<file path="config.mk">
export PLATFORM = sky130hd
export DESIGN_NAME = udma_hyper_rx_buffer
export DESIGN_NICKNAME = d
export VERILOG_FILES = /design/src/rtl/udma_hyper_rx_buffer.sv
export SDC_FILE = /design/constraint.sdc
export NUM_CORES = 1
export LEC_CHECK = 0
export CAP_MARGIN = 10
export CORE_ASPECT_RATIO = 0.7
export CORE_MARGIN = 2
export CORE_UTILIZATION = 40
export CTS_BUF_LIST = sky130_fd_sc_hd__clkbuf_16
export DETAILED_ROUTE_END_ITERATION = 7
export GPL_ROUTABILITY_DRIVEN = 0
export GPL_TIMING_DRIVEN = 0
export PLACE_DENSITY_LB_ADDON = 0.08
export SLEW_MARGIN = 20
export SYNTH_ARGS = -nofsm -noshare
export SYNTH_HDL_FRONTEND = slang
export SYNTH_SLANG_ARGS = --single-unit
</file>
<file path="constraint.sdc">
create_clock -name sys_clk_i -period 9.8 [get_ports sys_clk_i]
set_input_delay 1.96 -clock sys_clk_i [delete_from_list [all_inputs] [get_ports sys_clk_i]]
set_output_delay 1.96 -clock sys_clk_i [all_outputs]
set_load 0.005 [all_outputs]
</file>
<file path="src/rtl/udma_hyper_rx_buffer.sv">
// rtl/udma_hyper_rx_buffer.sv - elastic FIFO between HyperBus read data and the uDMA RX channel
// Define HYPER_RX_BUF_HWM_EN to add the peak-occupancy register and hwm_o port.
module udma_hyper_rx_buffer #(
    parameter int DATA_WIDTH   = 32,
    parameter int BUFFER_DEPTH = 8,
    parameter int TRANS_SIZE   = 16
) (
    input  logic                            sys_clk_i,
    input  logic                            rst_i,
    input  logic                            clr_i,
    input  logic [1:0]                      cfg_datasize_i,
    input  logic [DATA_WIDTH-1:0]           data_i,
    input  logic                            valid_i,
    output logic                            ready_o,
    output logic [DATA_WIDTH-1:0]           data_o,
    output logic                            valid_o,
    input  logic                            ready_i,
    output logic [TRANS_SIZE-1:0]           bytes_o,
    output logic [$clog2(BUFFER_DEPTH):0]   elements_o,
    output logic                            full_o,
`ifdef HYPER_RX_BUF_HWM_EN
    output logic [$clog2(BUFFER_DEPTH):0]   hwm_o,
`endif
    output logic                            empty_o
);

    localparam int AW = $clog2(BUFFER_DEPTH);
    localparam int CW = AW + 1;

    logic [DATA_WIDTH-1:0] mem [BUFFER_DEPTH];
    logic [AW-1:0]         wr_ptr;
    logic [AW-1:0]         rd_ptr;
    logic [CW-1:0]         count;
    logic [CW-1:0]         count_next;
    logic [TRANS_SIZE-1:0] bytes_q;
    logic [2:0]            byte_inc;
    logic                  push;
    logic                  pop;

    assign full_o     = (count == CW'(BUFFER_DEPTH));
    assign empty_o    = (count == '0);
    // No pass-through: a full buffer refuses data even if it is popped this cycle.
    assign ready_o    = !full_o && !clr_i;
    assign valid_o    = !empty_o;
    assign data_o     = mem[rd_ptr];
    assign elements_o = count;
    assign bytes_o    = bytes_q;

    assign push = valid_i && ready_o;
    assign pop  = valid_o && ready_i;

    always_comb begin
        byte_inc = 3'd4;
        case (cfg_datasize_i)
            2'd0:    byte_inc = 3'd1;
            2'd1:    byte_inc = 3'd2;
            default: byte_inc = 3'd4;
        endcase
    end

    always_comb begin
        count_next = count;
        case ({push, pop})
            2'b10:   count_next = count + 1'b1;
            2'b01:   count_next = count - 1'b1;
            default: count_next = count;
        endcase
    end

    always_ff @(posedge sys_clk_i or posedge rst_i) begin
        if (rst_i) begin
            for (int i = 0; i < BUFFER_DEPTH; i++) begin
                mem[i] <= '0;
            end
        end else if (push) begin
            mem[wr_ptr] <= data_i;
        end
    end

    // clr_i outranks any handshake in the same cycle.
    always_ff @(posedge sys_clk_i or posedge rst_i) begin
        if (rst_i) begin
            wr_ptr  <= '0;
            rd_ptr  <= '0;
            count   <= '0;
            bytes_q <= '0;
        end else if (clr_i) begin
            wr_ptr  <= '0;
            rd_ptr  <= '0;
            count   <= '0;
            bytes_q <= '0;
        end else begin
            if (push) begin
                wr_ptr <= wr_ptr + 1'b1;
            end
            if (pop) begin
                rd_ptr  <= rd_ptr + 1'b1;
                bytes_q <= bytes_q + TRANS_SIZE'(byte_inc);
            end
            count <= count_next;
        end
    end

`ifdef HYPER_RX_BUF_HWM_EN
    logic [CW-1:0] hwm_q;

    always_ff @(posedge sys_clk_i or posedge rst_i) begin
        if (rst_i) begin
            hwm_q <= '0;
        end else if (clr_i) begin
            hwm_q <= '0;
        end else if (count_next > hwm_q) begin
            hwm_q <= count_next;
        end
    end

    assign hwm_o = hwm_q;
`endif

endmodule

</file>
==> impl_metrics.prom <==
# TYPE chip_impl_metric gauge
chip_impl_info{name="run_status",value="complete, no violations"} 1
chip_impl_metric{name="postRouteWirelength",unit="um"} 30800
chip_impl_info{name="critical_path.slowest_cell",value="sky130_fd_sc_hd__clkdlybuf4s50_1"} 1
chip_impl_metric{name="grt.overflow.total",unit=""} 0
chip_impl_metric{name="antenna_left",unit=""} 0
chip_impl_info{name="worstReg2RegStart",value="elements_o[0]"} 1
chip_impl_info{name="synth-main-ff-cell",value="sky130_fd_sc_hd__dfrtp_1"} 1
chip_impl_metric{name="synth_adder_area_share",unit=""} 0.00934
chip_impl_info{name="critPathTopFamily",value="buffers and inverters"} 1
chip_impl_metric{name="holdBufCountCts",unit=""} 0
chip_impl_metric{name="setup_slack_at_placement",unit="ns"} 3.87
chip_impl_metric{name="grt_start_max_net_pins",unit=""} 95
chip_impl_metric{name="max_stage_delay",unit="ns"} 0.55
chip_impl_metric{name="firstDrtPassIters",unit=""} 4
chip_impl_metric{name="switching_share",unit=""} 0.277
chip_impl_metric{name="reg2regPathDepth",unit=""} 10
chip_impl_metric{name="postCtsSetupBuffers",unit=""} 0
chip_impl_info{name="rsz0062_at_grt",value="no"} 1
chip_impl_metric{name="cts-htree-levels",unit=""} 1
chip_impl_metric{name="synth-edff-count",unit=""} 0
chip_impl_info{name="cp_launch_type",value="primary input"} 1
chip_impl_metric{name="netlist-cell-type-count",unit=""} 56
chip_impl_metric{name="tritoncts.num_buffers",unit=""} 31
chip_impl_info{name="timing.rr.end",value="elements_o[3]"} 1
chip_impl_metric{name="vias",unit=""} 7386
chip_impl_metric{name="die_width",unit="um"} 225
chip_impl_metric{name="synth_compound_gate_area_share",unit=""} 0.0194
chip_impl_metric{name="core.rowCount",unit=""} 56
chip_impl_metric{name="die-height",unit="um"} 159
chip_impl_metric{name="route.detailed.wl_per_inst",unit="um"} 21.8
chip_impl_metric{name="ios",unit=""} 95
chip_impl_metric{name="comb_power_share",unit=""} 0.311
chip_impl_metric{name="synth_fp_nets",unit=""} 875
chip_impl_metric{name="maximum_clock_insertion_buffer_count",unit=""} 3
chip_impl_metric{name="grt_util_all_layers",unit=""} 0.179
chip_impl_metric{name="max_transition_viols_final",unit=""} 0
chip_impl_metric{name="cts.repair.resized",unit=""} 0
chip_impl_metric{name="r2r_slack",unit="ns"} 7.01
chip_impl_info{name="critPathCaptureType",value="primary output"} 1
chip_impl_metric{name="drc",unit=""} 0
chip_impl_metric{name="worst_slew_margin_rel",unit=""} 0.357
chip_impl_metric{name="path_max_fanout",unit=""} 10
chip_impl_metric{name="static-leakage-power",unit="nW"} 7.40
chip_impl_metric{name="syn_area_per_cell",unit="um^2"} 16.5
chip_impl_info{name="crit_path_end",value="ready_o"} 1
chip_impl_metric{name="power_per_cell_area",unit="nW/um^2"} 239
chip_impl_metric{name="cp_num_cells",unit=""} 5
chip_impl_metric{name="hold_ws",unit="ns"} 0.489
chip_impl_metric{name="fin_crit_sh",unit=""} 0.604
chip_impl_metric{name="data_arrival_time_at_the_worst_slack_endpoint",unit="ns"} 3.96
chip_impl_metric{name="synth_xor_xnor_area_share",unit=""} 0.00833
chip_impl_metric{name="yosys.area_share.simple",unit=""} 0.0387
chip_impl_metric{name="antenna_cells_inserted",unit=""} 0
chip_impl_info{name="cts-root-buf",value="sky130_fd_sc_hd__clkbuf_16"} 1
chip_impl_metric{name="cp.required",unit="ns"} 7.84
chip_impl_metric{name="critical_path.n_buffers_inverters",unit=""} 4
chip_impl_metric{name="number_of_global_route_vias_before_repair",unit=""} 7840
chip_impl_metric{name="final.setup_skew",unit="ns"} 0.0114
chip_impl_metric{name="port-buffer-count",unit=""} 93
chip_impl_info{name="setup.worst_path.start",value="clr_i"} 1
chip_impl_metric{name="fin_util",unit=""} 0.481
chip_impl_metric{name="initial_core_util",unit=""} 0.407
chip_impl_metric{name="total_of_max_cap_violations",unit=""} 0
chip_impl_metric{name="report.power.total",unit="W"} 0.00386
chip_impl_metric{name="drt_first_iter_violations",unit=""} 427
chip_impl_metric{name="switching_power",unit="W"} 0.00107
chip_impl_metric{name="tightestPinTransition",unit="ns"} 0.965
chip_impl_metric{name="drive_above_1_share",unit=""} 0.457
chip_impl_info{name="cp_cell_sequence",value="clkdlybuf4s50_1 -> clkbuf_1 -> clkbuf_1 -> nor2_1 -> clkdlybuf4s50_1"} 1
chip_impl_metric{name="synth-seq-cells",unit=""} 282
chip_impl_metric{name="area_growth_syn_to_layout",unit="%"} 18.1
chip_impl_metric{name="setup_viol",unit=""} 0
chip_impl_metric{name="synthCells",unit=""} 827
chip_impl_metric{name="ir_worst_vdd",unit="mV"} 0.131
chip_impl_metric{name="synth-warning-count",unit=""} 0
chip_impl_metric{name="clk_transition_reported_paths",unit="ns"} 0.06
chip_impl_metric{name="synth.area.mux_share",unit=""} 0.369
chip_impl_info{name="timing_worst_setup_path_type",value="primary input to primary output"} 1
chip_impl_metric{name="async_flop_share",unit=""} 1.00
chip_impl_metric{name="fin_nets",unit=""} 1004
chip_impl_metric{name="setup_slack",unit="ns"} 3.88
chip_impl_metric{name="core_area",unit="um^2"} 33600
chip_impl_metric{name="fmax",unit="GHz"} 0.169
chip_impl_metric{name="place.detailed.hpwl",unit="um"} 19500
chip_impl_info{name="clock_tree_from_tritoncts",value="yes"} 1
chip_impl_metric{name="cts_sinks",unit=""} 282
chip_impl_metric{name="power.share.sequential",unit=""} 0.412
chip_impl_metric{name="fp.dieArea",unit="um^2"} 35700
chip_impl_metric{name="final_hold_vios",unit=""} 0
chip_impl_metric{name="first_pass_grt_wire_length",unit="um"} 48900
chip_impl_info{name="main_combinational_cell_family_by_area_after_synthesis",value="multiplexers"} 1
chip_impl_info{name="hold_path_class",value="flip-flop to flip-flop"} 1
chip_impl_metric{name="seq_area_frac_synth",unit=""} 0.517
chip_impl_metric{name="antenna_violations_before_repair",unit=""} 0
chip_impl_metric{name="power.clock.fraction",unit=""} 0.277
chip_impl_metric{name="finalWorstPathRequiredPeriod",unit="ns"} 5.92
chip_impl_metric{name="p_int",unit="W"} 0.00279
chip_impl_metric{name="number_of_vias_per_cell",unit=""} 5.23
chip_impl_metric{name="clk-insertion-delay-late",unit="ns"} 0.57
chip_impl_metric{name="syn_area",unit="um^2"} 13700
==> sequential cells by signal, summed over array words and instances, names as in the netlist <==
register and flops:
elements_o 4, mem 256, rd_ptr 3, wr_ptr 3
bytes_o 16
==> through the flow <==
step	cells	setup TNS, ns	instance area (um^2)
finish	1413	0	16100
global route	1413	0	16100
CTS	1413	0	16100
detailed placement	1358	0	15200
global placement	1355	-1170.91	15100
floorplan	827	0	13700
==> power groups by stage <==
stage               combinational (W)  clock [W]  sequential [W]
global placement              0.00120          0         0.00161
detailed placement            0.00122          0         0.00161
CTS                           0.00123    0.00110         0.00159
global route                  0.00131    0.00115         0.00163
floorplan                    0.000782          0         0.00156
finish                        0.00120    0.00107         0.00159
==> cell usage after synthesis (3+ instances only) <==
cell type                    n  area (um^2)
sky130_fd_sc_hd__dfrtp_1   282         7060
sky130_fd_sc_hd__mux2_2    198         2230
sky130_fd_sc_hd__mux2_4     90         1350
sky130_fd_sc_hd__mux4_2     64         1440
sky130_fd_sc_hd__buf_6      16          180
sky130_fd_sc_hd__clkbuf_1   15         56.3
sky130_fd_sc_hd__a21oi_1    14         70.1
sky130_fd_sc_hd__nor2_1     14         52.6
sky130_fd_sc_hd__nand2_1    12         45.0
sky130_fd_sc_hd__buf_2      11         55.1
sky130_fd_sc_hd__buf_12      9          180
sky130_fd_sc_hd__inv_1       8         30.0
sky130_fd_sc_hd__nand3_1     8         40.0
sky130_fd_sc_hd__o31ai_1     8         60.1
sky130_fd_sc_hd__ha_1        7         87.6
sky130_fd_sc_hd__or4_1       7         52.6
sky130_fd_sc_hd__xnor2_1     7         61.3
sky130_fd_sc_hd__xor2_1      6         52.6
sky130_fd_sc_hd__nor2b_1     3         18.8
==> cell usage in the layout, fill, tap and decap left out, types with 11 or more instances in the layout <==
master / count
sky130_fd_sc_hd__nor2_1: 14
sky130_fd_sc_hd__dfrtp_1: 282
sky130_fd_sc_hd__nand2_1: 12
sky130_fd_sc_hd__clkbuf_16: 31
sky130_fd_sc_hd__buf_6: 16
sky130_fd_sc_hd__clkdlybuf4s50_1: 93
sky130_fd_sc_hd__inv_1: 12
sky130_fd_sc_hd__buf_2: 11
sky130_fd_sc_hd__a21oi_1: 14
sky130_fd_sc_hd__mux2_2: 198
sky130_fd_sc_hd__mux2_4: 90
sky130_fd_sc_hd__clkinv_1: 11
sky130_fd_sc_hd__clkbuf_1: 14
sky130_fd_sc_hd__mux4_2: 64
==> worst min-delay path by stage <==
stage | startpoint | endpoint | slack, ns | cells after the start
CTS | mem[154] | mem[154] | 0.49 | 1
global placement | mem[154] | mem[154] | 0.47 | 1
detailed placement | mem[249] | mem[249] | 0.47 | 1
global route | mem[154] | mem[154] | 0.51 | 1
floorplan | mem[154] | mem[154] | 0.45 | 1
finish | mem[154] | mem[154] | 0.49 | 1
==> final cells by class <==
class | instances | area (um^2)
tap | 435 | 544
timing repair buffer | 96 | 1010
fill | 2935 | 17400
clock buffer | 31 | 776
inverter | 9 | 48.8
sequential | 282 | 7060
clock inverter | 24 | 133
buffer | 53 | 484
multi-input combinational | 483 | 6080
==> layer usage <==
layer / vias up / routed length, um / global-route usage
li1: 3366 / - / -
met1: 3911 / 16100 / 0.278
met2: 79 / 13400 / 0.265
met3: 30 / 796 / 0.0295
met4: 0 / 473 / 0.0322
met5: - / 0 / 0
==> logic make-up (layout without fill, tap and decap cells) <==
logic type	after synthesis	in the layout
mux	354	354
flops	282	282
simple gates	69	69
buf+inv	62	213
compound gates	38	38
xor+xnor	13	13
fa+ha+maj	9	9
Note: power is estimated with default switching activity, not from simulation.
